<file path="src/rtl/pc_fetch_seq.sv">
// rtl/pc_fetch_seq.sv - PC register and instruction fetch sequencer between imem and decode/next-PC.
// Optional macro PC_ALIGN_CHECK_EN: misaligned npc_in on accept faults instead of being truncated.
module pc_fetch_seq #(
  parameter logic [31:0] RESET_PC = 32'h0000_3000,
  parameter int          TIMEOUT  = 16
) (
  input  logic        clk,
  input  logic        rst_n,
  output logic        imem_req,
  output logic [31:0] imem_addr,
  input  logic        imem_ack,
  input  logic [31:0] imem_rdata,
  output logic        ir_valid,
  output logic [31:0] ir,
  input  logic        ir_ready,
  input  logic        stall,
  output logic [31:0] pc,
  input  logic [31:0] npc_in,
  output logic        fetch_err
);

  typedef enum logic [1:0] {IDLE, FETCH, HOLD, ERR} state_t;

  localparam logic [7:0] CNT_LAST = 8'(TIMEOUT - 1);

  state_t     state;
  logic [7:0] cnt;
  logic       accept;
  logic       misaligned;

  assign accept    = ir_ready & ~stall;
  assign imem_addr = pc;

`ifdef PC_ALIGN_CHECK_EN
  assign misaligned = |npc_in[1:0];
`else
  assign misaligned = 1'b0;
`endif

  always_ff @(posedge clk or negedge rst_n) begin
    if (!rst_n) begin
      state     <= IDLE;
      pc        <= RESET_PC;
      ir        <= '0;
      ir_valid  <= 1'b0;
      imem_req  <= 1'b0;
      fetch_err <= 1'b0;
      cnt       <= '0;
    end else begin
      case (state)
        IDLE: begin
          imem_req <= 1'b1;
          cnt      <= '0;
          state    <= FETCH;
        end
        FETCH: begin
          // An ack arriving on the last allowed cycle still completes the fetch.
          if (imem_ack) begin
            ir       <= imem_rdata;
            ir_valid <= 1'b1;
            imem_req <= 1'b0;
            cnt      <= '0;
            state    <= HOLD;
          end else if (cnt == CNT_LAST) begin
            fetch_err <= 1'b1;
            imem_req  <= 1'b0;
            state     <= ERR;
          end else begin
            cnt <= cnt + 8'd1;
          end
        end
        HOLD: begin
          if (accept) begin
            ir_valid <= 1'b0;
            if (misaligned) begin
              fetch_err <= 1'b1;
              state     <= ERR;
            end else begin
              pc       <= npc_in & ~32'd3;
              imem_req <= 1'b1;
              cnt      <= '0;
              state    <= FETCH;
            end
          end
        end
        ERR: begin
          imem_req  <= 1'b0;
          ir_valid  <= 1'b0;
          fetch_err <= 1'b1;
        end
        default: state <= ERR;
      endcase
    end
  end

endmodule

</file>
<file path="config.mk">
export PLATFORM = sky130hd
export DESIGN_NAME = pc_fetch_seq
export DESIGN_NICKNAME = d
export VERILOG_FILES = /design/src/rtl/pc_fetch_seq.sv
export SDC_FILE = /design/constraint.sdc
export NUM_CORES = 1
export LEC_CHECK = 0
export CORE_MARGIN = 1
export CORE_UTILIZATION = 36
export CTS_CLUSTER_DIAMETER = 80
export DETAILED_ROUTE_END_ITERATION = 12
export GPL_ROUTABILITY_DRIVEN = 0
export PLACE_DENSITY = 0.77
export SETUP_SLACK_MARGIN = 0.05
export SLEW_MARGIN = 10
export SYNTH_ARGS = -nofsm -noshare
export SYNTH_HDL_FRONTEND = slang
export SYNTH_SLANG_ARGS = --single-unit
</file>
<file path="constraint.sdc">
create_clock -name clk -period 1.6 [get_ports clk]
set_input_delay 0.24 -clock clk [delete_from_list [all_inputs] [get_ports clk]]
set_output_delay 0.24 -clock clk [all_outputs]
set_load 0.01 [all_outputs]
</file>
==> results.tsv <==
stage	metric	value	unit
critical_path	R2R cell count	4	
critical_path	CP dominant cell by count	o21ai_1	
floorplan	FP Rows	34	
place	placed cells	480	
grt	GRT Total Usage	0.156	
pwr	Lkg Pwr	2.48	nW
place	Detailed Place HPWL	5.46	mm
finish	Finished Core Util	0.587	
yosys	Synth Area in XOR/XNOR	0	
sta	RSZ-0062 raised after global routing	false	
critical_path	Setup crit end	cnt[3]$_DFFE_PN0P_	
sta	Pins Over Slew Limit	0	
critical_path	beginning of the critical path	state[0]$_DFFE_PN0P_	
pwr	Combinational Power Share	0.419	
sta	Setup violations, final	0	
finish	Cell Count, Final, Fillers Out	501	
critical_path	WS Path Type	register to register	
yosys	simple-gate share of the synthesized area	0.0612	
route	drc violations	0	
critical_path	worst path cell trace	or3b_4 -> a32o_2 -> o21ai_1 -> o21ai_1	
critical_path	Crit Path Max Fanout	8	
floorplan	core box area	8760	um2
finish	Area Overhead vs Synth	56.3	%
cts	CTS Buffer Depth	2	
sta	Setup Skew	0.00683	ns
yosys	average size of a mapped cell	13.8	um2
finish	ANT cells	0	
cts	CTS Sinks	75	
route	total length of routed wires	7.36	mm
yosys	Synth Warn #	0	
yosys	largest family of logic cells by synthesized area	multiplexers	
finish	commonest non-fill, non-tap cell in the layout	clkdlybuf4s50_1	
place	Port Buf Inserts	161	
yosys	post-synthesis adder-cell area fraction	0.00380	
route	initial drt markers	91	
critical_path	RR Startpoint	state[0]$_DFFE_PN0P_	
pwr	sequential share of power	0.391	
yosys	Post-Syn Instances	239	
worst_hold_path	Hold/Removal Path Class	primary input to asynchronous set/reset pin	
critical_path	slowest stage delay, CP	0.47	ns
critical_path	critical path required time	1.80	ns
critical_path	slowest CP cell	dfrtp_2	
floorplan	initial cell density of the core	0.375	
route	DR vias/cell	4.76	
grt	number of global-route vias before repair	2477	
pwr	Clock power frac	0.190	
critical_path	Critical Path End Type	register	
sta	final setup margin	0.0886	ns
critical_path	Crit path depth	4	
yosys	Synth Area in Compound Gates	0.0475	
cts	CTS H-tree depth	3	
yosys	proportion of synthesized area in mux cells	0.215	
yosys	Async S/R FF share, synth	1.00	
route	DR vias	2384	
critical_path	CP Buf/Inv Count	0	
finish	Filler cells	714	
yosys	Post-synth top flop	dfrtp_1	
finish	final instance area	5140	um2
sta	Setup TNS	0	ns
pwr	peak supply drop	784	uV
critical_path	Crit path arrival time	1.72	ns
critical_path	r2r endpoint	cnt[3]$_DFFE_PN0P_	
sta	post-route clock period utilization	0.945	
cts	total CTS buffers	9	
route	ANT nets after route	0	
critical_path	slack of the worst reg-to-reg path	0.09	ns
route	1st-pass router iterations	4	
floorplan	die height	97.6	um
pwr	Internal Power	5.36	mW
sta	final hold slack	0.314	ns
sta	Fin. Hold Viols	0	
floorplan	die area	9520	um2
cts	CTS Root Cell	clkbuf_8	
floorplan	IO Pins	168	
finish	most frequent cells in the layout	clkdlybuf4s50_1 (136), dfrtp_1 (72), mux2_2 (60)	
finish	Nets	458	
sta	Max Clk Rate	662	MHz
grt	largest net degree at the start of global routing	34	
cts	TritonCTS clock tree	built	
cts	Reg clk slew, reported paths	0.08	ns
critical_path	delay-heaviest family, CP	compound AO/OA/AOI/OAI gates	
floorplan	Die X-Extent	97.6	um
yosys	Yosys cell types	38	
cts	clk_lat worst skew	0.33	ns
place	Setup Slack @ Placement	-0.218	ns
yosys	number of synthesized flops with an enable pin	0	
outcome	status	completed	
pwr	power density cells	1460	nW/um2
finish	fraction of layout cells with a size suffix above 1	0.265	
critical_path	CP Launch Type	register	
yosys	Mapped Area	3290	um2
yosys	sequential element share of the synthesized area	0.571	
grt	global-route wire length before repair	11.9	mm
pwr	total power	7.50	mW
pwr	Sw Ratio	0.285	
flow_run	Max-Cap Viols	0	
sta	post-layout minimum cycle time	1.51	ns
yosys	flops & latches, synth	75	
route	routed len/inst	14.7	um
grt	gr ovfl total	0	
grt	initial antenna violation count	0	
place	placed inst area	4860	um2
pwr	P_sw	2.14	mW
## cell families (layout without fill, tap and decap cells)
family | count (synthesis) | in the layout
simple gates | 31 | 31
other cells | 1 | 4
compound gates | 24 | 24
buf+inv | 44 | 195
flops | 75 | 75
mux | 63 | 63
fa+ha+maj | 1 | 1
## power groups by stage
| stage | Sequential [mW] | Clock [mW] | Combinational, mW |
|---|---|---|---|
| 2_1_floorplan | 3.23 | 0 | 1.17 |
| 3_3_place_gp | 2.95 | 0 | 3.15 |
| 3_5_place_dp | 2.99 | 0 | 3.21 |
| 4_1_cts | 2.95 | 1.48 | 3.18 |
| 5_1_grt | 3.03 | 1.56 | 3.32 |
| 6_report | 2.93 | 1.43 | 3.15 |
## worst min-delay path by stage
stage,start,end,slack [ns],depth (start not counted)
after floorplan,rst_n,cnt[0]$_DFFE_PN0P_,-0.06,0
after global placement,rst_n,ir[13]$_DFFE_PN0P_,0.13,1
after detailed placement,rst_n,ir[5]$_DFFE_PN0P_,0.13,1
after CTS,rst_n,ir[23]$_DFFE_PN0P_,0.30,2
after global routing,rst_n,ir[23]$_DFFE_PN0P_,0.32,2
final,rst_n,ir[23]$_DFFE_PN0P_,0.31,2
## routing by layer
| layer | track usage | wire length (um) | vias to the layer above |
|---|---|---|---|
| li1 | - | - | 1102 |
| met1 | 0.192 | 3160 | 1147 |
| met2 | 0.247 | 3460 | 127 |
| met3 | 0.0590 | 671 | 8 |
| met4 | 0.0611 | 64 | 0 |
| met5 | 0 | 0 | - |
## layout make-up
| class | instances | area, um2 | share of cell area |
|---|---|---|---|
| sequential | 75 | 1880 | 0.366 |
| multi-input combinational | 123 | 1110 | 0.217 |
| timing repair buffer | 179 | 1820 | 0.354 |
| clock buffer | 11 | 141 | 0.0275 |
| tap | 108 | 135 | 0.0263 |
| clock inverter | 5 | 52.6 | 0.0102 |
## timing repair
item	in CTS	in global routing
resized for setup	8	21
buffers inserted	0	4
endpoints found under the hold margin	15	0
hold buffers	1	0
setup endpoints to repair	8	66
## flip-flops by register name, summed over array words and instances, names as in the netlist
signal and flops:
ir 32, imem_addr 30, cnt 8, state 2, fetch_err 1, imem_req 1
ir_valid 1
## synthesized netlist by cell type, types with 3 or more instances
cell,n,area (um2)
buf_4,41,308
and3_1,3,18.8
a21oi_1,4,20.0
dfrtp_1,73,1830
nand3b_1,3,22.5
mux2_2,60,676
o21ai_0,6,30.0
o21ai_1,4,20.0
nand2_1,6,22.5
(Power assumes the default switching activity.)
